$ cat config.mk
export PLATFORM = sky130hd
export DESIGN_NAME = div_seq
export DESIGN_NICKNAME = d
export VERILOG_FILES = /design/src/rtl/div_pkg.sv /design/src/rtl/div_seq_sub_cla.sv /design/src/rtl/div_seq.sv
export SDC_FILE = /design/constraint.sdc
export NUM_CORES = 1
export LEC_CHECK = 0
export ABC_AREA = 1
export BUFFER_PORTS_ARGS = -buffer_cell sky130_fd_sc_hd__buf_2
export CAP_MARGIN = 20
export CORE_MARGIN = 8
export CORE_UTILIZATION = 55
export CTS_BUF_LIST = sky130_fd_sc_hd__clkbuf_8
export DETAILED_ROUTE_END_ITERATION = 6
export GPL_TIMING_DRIVEN = 0
export PLACE_DENSITY_LB_ADDON = 0.08
export RECOVER_POWER = 50
export SETUP_SLACK_MARGIN = 0.3
export SLEW_MARGIN = 10
export SYNTH_ARGS = -nofsm -noshare
export SYNTH_HDL_FRONTEND = slang
export SYNTH_HIERARCHICAL = 1
export SYNTH_SLANG_ARGS = --single-unit
$ cat constraint.sdc
create_clock -name clk -period 3.8 [get_ports clk]
set_input_delay 0.19 -clock clk [delete_from_list [all_inputs] [get_ports clk]]
set_output_delay 0.19 -clock clk [all_outputs]
set_load 0.03 [all_outputs]
$ cat src/rtl/div_pkg.sv
// Shared definitions for the sequential divider: state encoding, default width and
// counter sizing.
package div_pkg;

  localparam int unsigned DefaultWidth    = 32;
  localparam int unsigned DefaultCntWidth = $clog2(DefaultWidth);

  typedef enum logic [1:0] {
    StIdle,
    StRun,
    StFix,
    StDone
  } div_state_e;

  function automatic int unsigned cnt_width(input int unsigned width);
    return $clog2(width);
  endfunction

endpackage

$ cat src/rtl/div_seq_sub_cla.sv
// Carry-lookahead subtractor: diff = a + ~b + 1 from 4-bit lookahead groups.
// cout = 1 means no borrow.
module sub_cla #(
  parameter int unsigned WIDTH = 32
) (
  input  logic [WIDTH-1:0] a,
  input  logic [WIDTH-1:0] b,
  output logic [WIDTH-1:0] diff,
  output logic             cout
);
  localparam int unsigned NumGrp = WIDTH / 4;

  logic [WIDTH-1:0]  g, p, c;
  logic [NumGrp-1:0] grp_g, grp_p;
  logic [NumGrp:0]   grp_c;

  assign g = a & ~b;
  assign p = a ^ ~b;

  for (genvar k = 0; k < NumGrp; k++) begin : g_grp
    logic [3:0] gg, pp;
    logic       ci;
    assign gg = g[4*k +: 4];
    assign pp = p[4*k +: 4];
    assign ci = grp_c[k];
    assign c[4*k]   = ci;
    assign c[4*k+1] = gg[0] | (pp[0] & ci);
    assign c[4*k+2] = gg[1] | (pp[1] & gg[0]) | (&pp[1:0] & ci);
    assign c[4*k+3] = gg[2] | (pp[2] & gg[1]) | (&pp[2:1] & gg[0]) | (&pp[2:0] & ci);
    assign grp_g[k] = gg[3] | (pp[3] & gg[2]) | (&pp[3:2] & gg[1]) | (&pp[3:1] & gg[0]);
    assign grp_p[k] = &pp;
  end

  // Carry-in of 1 completes the two's-complement of b.
  always_comb begin
    grp_c    = '0;
    grp_c[0] = 1'b1;
    for (int unsigned k = 0; k < NumGrp; k++) begin
      grp_c[k+1] = grp_g[k] | (grp_p[k] & grp_c[k]);
    end
  end

  assign diff = p ^ c;
  assign cout = grp_c[NumGrp];

endmodule

$ cat src/rtl/div_seq.sv
// Sequential restoring divider, one quotient bit per cycle behind a start/done handshake.
// Two's-complement operation is compiled in with DIV_SIGNED_EN.
module div_seq
  import div_pkg::*;
#(
  parameter int unsigned WIDTH = DefaultWidth
) (
  input  logic             clk,
  input  logic             reset_n,
  input  logic             start,
  input  logic             signed_op,
  input  logic [WIDTH-1:0] dividend,
  input  logic [WIDTH-1:0] divisor,
  output logic             busy,
  output logic             done,
  output logic [WIDTH-1:0] quotient,
  output logic [WIDTH-1:0] remainder,
  output logic             div_by_zero
);
  localparam int unsigned      CntW    = cnt_width(WIDTH);
  localparam logic [CntW-1:0]  CntLast = CntW'(WIDTH - 1);
  localparam logic [CntW-1:0]  CntOne  = CntW'(1);
  localparam logic [WIDTH-1:0] One     = WIDTH'(1);

  div_state_e       state_q, state_d;
  logic [CntW-1:0]  cnt_q, cnt_d;
  logic [WIDTH-1:0] rem_q, rem_d, quo_q, quo_d, dvs_q, dvs_d;
  logic             zero_q, zero_d;
  logic             done_q, dbz_q;
  logic [WIDTH-1:0] quotient_q, remainder_q;
  logic [WIDTH:0]   rem_shift;
  logic [WIDTH-1:0] sub_a, sub_b, sub_diff;
  logic             sub_cout, no_borrow, accept;

  // done_q still counts as busy so a start in the done cycle is dropped.
  assign accept    = (state_q == StIdle) && !done_q && start;
  assign rem_shift = {rem_q, quo_q[WIDTH-1]};
  // The stored remainder is always below the divisor, so only R' can reach WIDTH+1 bits.
  assign no_borrow = rem_shift[WIDTH] | sub_cout;

`ifdef DIV_SIGNED_EN
  logic neg_quo_q, neg_quo_d, neg_rem_q, neg_rem_d;

  // FIX reuses the subtractor as 0 - quotient.
  assign sub_a = (state_q == StFix) ? '0 : rem_shift[WIDTH-1:0];
  assign sub_b = (state_q == StFix) ? quo_q : dvs_q;
`else
  logic unused_signed_op;

  assign unused_signed_op = signed_op;
  assign sub_a = rem_shift[WIDTH-1:0];
  assign sub_b = dvs_q;
`endif

  sub_cla #(
    .WIDTH(WIDTH)
  ) u_sub (
    .a   (sub_a),
    .b   (sub_b),
    .diff(sub_diff),
    .cout(sub_cout)
  );

  always_comb begin
    state_d = state_q;
    cnt_d   = cnt_q;
    rem_d   = rem_q;
    quo_d   = quo_q;
    dvs_d   = dvs_q;
    zero_d  = zero_q;
`ifdef DIV_SIGNED_EN
    neg_quo_d = neg_quo_q;
    neg_rem_d = neg_rem_q;
`endif
    unique case (state_q)
      StIdle: begin
        if (accept) begin
          cnt_d  = '0;
          rem_d  = '0;
          quo_d  = dividend;
          dvs_d  = divisor;
          zero_d = (divisor == '0);
`ifdef DIV_SIGNED_EN
          neg_quo_d = 1'b0;
          neg_rem_d = 1'b0;
          if (signed_op && (divisor != '0)) begin
            neg_quo_d = dividend[WIDTH-1] ^ divisor[WIDTH-1];
            neg_rem_d = dividend[WIDTH-1];
            if (dividend[WIDTH-1]) quo_d = ~dividend + One;
            if (divisor[WIDTH-1])  dvs_d = ~divisor + One;
          end
`endif
          state_d = (divisor == '0) ? StDone : StRun;
        end
      end
      StRun: begin
        rem_d = no_borrow ? sub_diff : rem_shift[WIDTH-1:0];
        quo_d = {quo_q[WIDTH-2:0], no_borrow};
        cnt_d = cnt_q + CntOne;
        if (cnt_q == CntLast) begin
`ifdef DIV_SIGNED_EN
          state_d = StFix;
`else
          state_d = StDone;
`endif
        end
      end
`ifdef DIV_SIGNED_EN
      StFix: begin
        if (neg_quo_q) quo_d = sub_diff;
        if (neg_rem_q) rem_d = ~rem_q + One;
        state_d = StDone;
      end
`endif
      StDone:  state_d = StIdle;
      default: state_d = StIdle;
    endcase
  end

  always_ff @(posedge clk) begin
    if (!reset_n) begin
      state_q     <= StIdle;
      cnt_q       <= '0;
      rem_q       <= '0;
      quo_q       <= '0;
      dvs_q       <= '0;
      zero_q      <= 1'b0;
      done_q      <= 1'b0;
      dbz_q       <= 1'b0;
      quotient_q  <= '0;
      remainder_q <= '0;
    end else begin
      state_q <= state_d;
      cnt_q   <= cnt_d;
      rem_q   <= rem_d;
      quo_q   <= quo_d;
      dvs_q   <= dvs_d;
      zero_q  <= zero_d;
      done_q  <= (state_q == StDone);
      if (state_q == StDone) begin
        // The operand register still holds the raw dividend on the zero-divisor path.
        quotient_q  <= zero_q ? '1 : quo_q;
        remainder_q <= zero_q ? quo_q : rem_q;
        dbz_q       <= zero_q;
      end else if (accept) begin
        dbz_q <= 1'b0;
      end
    end
  end

`ifdef DIV_SIGNED_EN
  always_ff @(posedge clk) begin
    if (!reset_n) begin
      neg_quo_q <= 1'b0;
      neg_rem_q <= 1'b0;
    end else begin
      neg_quo_q <= neg_quo_d;
      neg_rem_q <= neg_rem_d;
    end
  end
`endif

  assign busy        = (state_q != StIdle) | done_q;
  assign done        = done_q;
  assign quotient    = quotient_q;
  assign remainder   = remainder_q;
  assign div_by_zero = dbz_q;

endmodule
# Word level (Yosys, flattened, before mapping)
# Index checks and enable logic that the tools add are counted.
[totals]
ff_bits = 170
input_bits = 68
word_cells = 252
[op_classes]
add_sub_neg = 1
eq_ne = 5
muxes = 15
bitwise_logic = 162
reduce_logical = 59
[op_table]
columns = ["operator", "count"]
rows = [
  ["$mux 32", 5],
  ["$pmux 32 s2", 2],
  ["$or 1x1->1", 82],
  ["$and 1x1->1", 76],
  ["$xor 32x32->32", 2],
  ["$reduce_and 2->1", 27],
  ["$reduce_and 3->1", 16],
  ["$and 32x32->32", 1],
  ["$logic_not 32->1", 1],
  ["$not 32->32", 1],
  ["$reduce_and 4->1", 8],
  ["$pmux 5 s2", 1],
  ["$mux 2", 3],
  ["$reduce_bool 2->1", 3],
  ["$add 5x1->5 const B", 1],
  ["$eq 5x5->1 const B", 1],
  ["$mux 5", 1],
  ["$ne 2x2->1 const B", 2],
  ["$pmux 2 s2", 1],
  ["$eq 2x1->1 const B", 1],
  ["$eq 2x2->1 const B", 1],
  ["$logic_and 1x1->1", 2],
  ["$logic_not 2->1", 1],
  ["$mux 1", 2],
  ["$logic_not 1->1", 1],
]

# Longest topological paths before layout
[logic_depth]
word_depth = 24
mapped_depth = 26
mapped_depth_nobuf = 25

# Cells and area by module
# The synthesis kept the hierarchy.
[by_module_without_submodules]
columns = ["module", "n_inst", "cells_per_inst", "area_each_um2", "seq_area_each_um2"]
rows = [
  ["div_seq", 1, 934, 6914.1, 3403.3],
  ["sub_cla", 1, 226, 1437.6, 0.0],
]

# Worst setup path before layout
# No wires, ideal clock.
[synth_path]
path_kind = "flip-flop to flip-flop"
start = "register quo_q[31]"
end = "register rem_q[12]"
arrival_time_ns = 2.580
path_slack_ns = 1.087
path_stages_with_launch = 26
path_buffers = 1
synth_period_minus_slack_ns = 2.713
cell_sequence = "dfxtp_1 inv_1 ha_1 nand2_1 nand3_2 nand2_1 nand2_1 nand2_1 nand2_1 nand2_1 nand2_1 nand2_1 nand2_1 nand2_1 nand2_1 nand2_1 nand2_2 nand2_2 nand2_2 inv_1 o21ai_1 nor2_1 clkbuf_1 a21oi_1 o21ai_0 a21oi_1"
[synth_via]
elab_chain_len = 21
word_cells_on_any_way = 24
cone_classes = "mux (2); bitwise (21); reduce/logical (1)"
[synth_rtl]
columns = ["item", "line", "source"]
rows = [
  ["start: declaration", "div_seq.sv:27", "logic [WIDTH-1:0] rem_q, rem_d, quo_q, quo_d, dvs_q, dvs_d;"],
  ["start signal: assignment", "div_seq.sv:136", "quo_q <= quo_d;"],
  ["$and 32x32->32", "div_seq_sub_cla.sv:17", "assign g = a & ~b;"],
  ["$and 1x1->1", "div_seq_sub_cla.sv:30", "assign grp_g[k] = gg[3] | (pp[3] & gg[2]) | (&pp[3:2] & gg[1]) | (&pp[3:1] & gg[0]);"],
  ["$or 1x1->1", "div_seq_sub_cla.sv:30", ""],
  ["$or 1x1->1 (*)", "div_seq_sub_cla.sv:39", "grp_c[k+1] = grp_g[k] | (grp_p[k] & grp_c[k]);"],
  ["$and 1x1->1 (*)", "div_seq_sub_cla.sv:39", ""],
  ["$or 1x1->1 (*)", "div_seq_sub_cla.sv:39", ""],
  ["$and 1x1->1 (*)", "div_seq_sub_cla.sv:39", ""],
  ["$or 1x1->1 (*)", "div_seq_sub_cla.sv:39", ""],
  ["[6 not listed]", "-", ""],
  ["$and 1x1->1 (*)", "div_seq_sub_cla.sv:39", ""],
  ["$or 1x1->1 (*)", "div_seq_sub_cla.sv:39", ""],
  ["$and 1x1->1 (*)", "div_seq_sub_cla.sv:39", ""],
  ["$or 1x1->1 (*)", "div_seq_sub_cla.sv:39", ""],
  ["net sub_cout", "div_seq.sv:33", "logic sub_cout, no_borrow, accept;"],
  ["$or 1x1->1 (*)", "div_seq.sv:39", "assign no_borrow = rem_shift[WIDTH] | sub_cout;"],
  ["$mux 32 (*)", "div_seq.sv:97", "rem_d = no_borrow ? sub_diff : rem_shift[WIDTH-1:0];"],
  ["$pmux 32 s2 (*)", "div_seq.sv:75", "unique case (state_q)"],
  ["end signal: assignment", "div_seq.sv:135", "rem_q <= rem_d;"],
  ["end: declaration", "div_seq.sv:27", ""],
]
# Mark *: on every way through the listed nets, which the timed path passes. The rest lies on a longest branch.
# A chain may end at the register's enable or synchronous reset.

# Final worst setup path
[layout_path]
start = "register quo_q[31]"
end = "register rem_q[0]"
# Same word-level chain as after synthesis.

==> qor.yml <==
slowest_delay_ns: 0.46
synth_seq_area_share_pct: 40.7
drtPass1Iterations: 5
boundaryPins: 135
whs_path_depth: 3
grt_pass1_vias: 7831
portBuffers: 132
gp_congestion: 0.863
clkTransAtPathRegs_ns: 0.09
grt_antenna_before_repair: 0
leakagePower_uw: 0.00446
synth_edf_count: 0
met3_usage_pct: 5.20
grt_busiest_layer: "met2"
synth-main-ff-cell: "dfxtp_1"
holdWs_ns: 0.0200
endpoint_kind: "register"
vias: 8313
ys_ff_latch: 170
avgSynthCellArea_um2: 7.20
path_max_fanout: 10
wl_per_cell_um: 14.6
final-setup-viol-count: 0
drt_iter0_drc: 703
worstHoldPathType: "input port to register"
cp_data_required_time_ns: 4.12
rows: 45
overflow: 0
via_per_inst: 5.29
hold_viol_final: 0
final.fill_count: 1384
critPathLaunchType: "register"
antennaDiodeCount: 0
grt_max_degree: 17
crit_type: "register to register"
synth_cell_type_count: 27
cts-root-buf: "clkbuf_8"
slew_violations: 0
grt_setup_unrepaired: "no"
postCtsSetupBuffers: 0
h-tree-depth: 4
use_met2_pct: 39.8
track_usage_pct: 23.4
status: "finished, final reports clean"
synth_fp_nets: 1270
ant_nets: 0
syn_inst: 1160
cts_buffer_depth: 2
wirelength_um: 22900
nets: 1480
cts_buffers: 17
fmax_mhz: 316
route.detailed.drc: 0
cts_tree: "built"
crit_slowest_cell: "dfxtp_1"
die_h_um: 139
cp.depth: 25
yosysWarnings: 6
crit_family: "simple AND/OR/NAND/NOR gates"
pwr_density_cell_mw_per_mm2: 764
core_mm2: 0.0150
hpwl_um: 17100
fin_crit_ns: 3.16
fin_crit_sh_pct: 83.3
cts_sinks: 170
path_buf_inv: 4
fin_setup_tns_ns: 0
area_growth_syn_to_layout_pct: 22.1
die_area_mm2: 0.0194
slew_headroom_pct: 62.4
ff2ff_path_depth: 25
grt_pass1_wl_um: 37700
use_met1_pct: 29.5
skew_ns: 0.0159
arrival_ns: 3.49
start_util_pct: 55.6
peakVddDrop_mv: 0.511
synth_area_mm2: 0.00835
die_x_um: 139
synthArstFlopShare_pct: 0
drive_gt1_share_pct: 9.62
maxCapViolCount: 0
tightestPinTransition_ns: 0.565
cpMostUsedCell: "nand2_1"
clk_latency_ns: 0.47
cell usage after synthesis, drive strengths merged, types with 4 or more instances:
cell    number  share of area (%)
nor2        49                2.2
xnor2       12                1.3
a211oi       4               0.36
inv        136                6.1
buf         26                1.6
a21oi      145                8.7
nand3       50                3.1
o211ai      33                3.0
clkbuf      46                2.1
dfxtp      170                 41
o21ai      133                8.0
nand2      268                 12
a31oi       32                2.4
fa           7                1.7
ha          35                5.2
xor2         9               0.94
logic make-up after synthesis:
group / count (synthesis) / share of synthesized area (%)
AOI/OAI and AO/OA: 348 / 22.5
xor gates and xnor gates: 21 / 2.20
adders and majority gates: 42 / 6.92
buffers and inverters: 209 / 9.86
DFF: 170 / 40.7
and+or+nand+nor: 370 / 17.8
worst paths after layout:
kind / start / end / slack (ns)
worst max-delay path: quo_q[31]$_SDFFE_PN0P_ / rem_q[0]$_SDFFE_PN0P_ / 0.64
worst min-delay path: dividend[4] / quo_q[4]$_SDFFE_PN0P_ / 0.02
worst max register to register: quo_q[31]$_SDFFE_PN0P_ / rem_q[0]$_SDFFE_PN0P_ / 0.64
worst min register to register: dvs_q[19]$_SDFFE_PN0P_ / dvs_q[19]$_SDFFE_PN0P_ / 0.47
cells in the final DEF (no fill, tap or decap), drive strengths merged:
master / n
nand4: 1
dfxtp: 170
buf: 86
bufinv: 4
dlygate4sd3: 59
nand2: 268
nand3: 50
a41oi: 1
clkinvlp: 4
o211ai: 33
nor3: 1
clkinv: 5
inv: 138
clkbuf: 136
a21oi: 145
a211oi: 4
or2: 1
o21ai: 133
ha: 35
xor2: 9
nor2: 49
a31oi: 32
xnor2: 12
fa: 7
cell type report:
| type | count | area, um^2 | share of cell area, % |
|---|---|---|---|
| clock inverters | 14 | 195 | 1.91 |
| plain buffers | 72 | 313 | 3.07 |
| well taps | 188 | 235 | 2.31 |
| inverters | 137 | 514 | 5.04 |
| clock buffers | 18 | 248 | 2.43 |
| multi-input cells | 781 | 4130 | 40.4 |
| repair buffers | 191 | 1170 | 11.4 |
| flip-flops and latches | 170 | 3400 | 33.4 |
metal layers:
layer	vias up	share of wire (%)
li1	4256	-
met1	3792	47
met2	248	46
met3	17	6.3
met4	0	0.91
met5	-	0
metrics by stage:
stage	setup slack, ns	std cells	power [uW]	utilization [%]	instance area (um^2)
2_1_floorplan	1.09	1160	5370	-	8350
3_3_place_gp	0.342	1480	6180	61.5	9250
3_5_place_dp	0.305	1480	6270	61.5	9250
4_1_cts	0.352	1571	7720	68.4	10300
5_1_grt	0.309	1571	8540	67.9	10200
6_report	0.636	1571	7800	67.9	10200
state kept, by name, summed over array words and instances, names as in the netlist:
register,count
state_q,2
zero_q,1
done,1
remainder,32
cnt_q,5
quotient,32
dvs_q,32
quo_q,32
div_by_zero,1
rem_q,32
report_power, final:
group	switching, uW	internal, uW	total, uW
Clock	688	736	1420
Sequential	243	2030	2280
Combinational	2530	1570	4100
Total	3460	4340	7800
worst register-to-register path, stage by stage, from the launching register on:
cell	delay (ns)
dfxtp_1	0.46
inv_1	0.08
ha_1	0.32
nand2_1	0.08
nand3_2	0.10
nand2_1	0.08
nand2_1	0.06
nand2_1	0.06
nand2_1	0.08
nand2_1	0.07
nand2_1	0.07
nand2_1	0.07
nand2_1	0.07
nand2_1	0.07
nand2_1	0.08
nand2_1	0.09
nand2_2	0.07
nand2_2	0.07
nand2_2	0.06
inv_1	0.10
o21ai_1	0.12
nor2_4	0.20
clkbuf_4	0.24
inv_1	0.09
o21ai_0	0.15
a21oi_1	0.08
what timing repair did:
action / in CTS / in global routing
hold endpoints to repair: 59 / 0
endpoints found under the setup margin: 1 / 33
pin swaps: 0 / 0
hold buffers: 59 / 0
gates resized for setup: 1 / 11
Note: power is estimated with default switching activity, not from simulation.
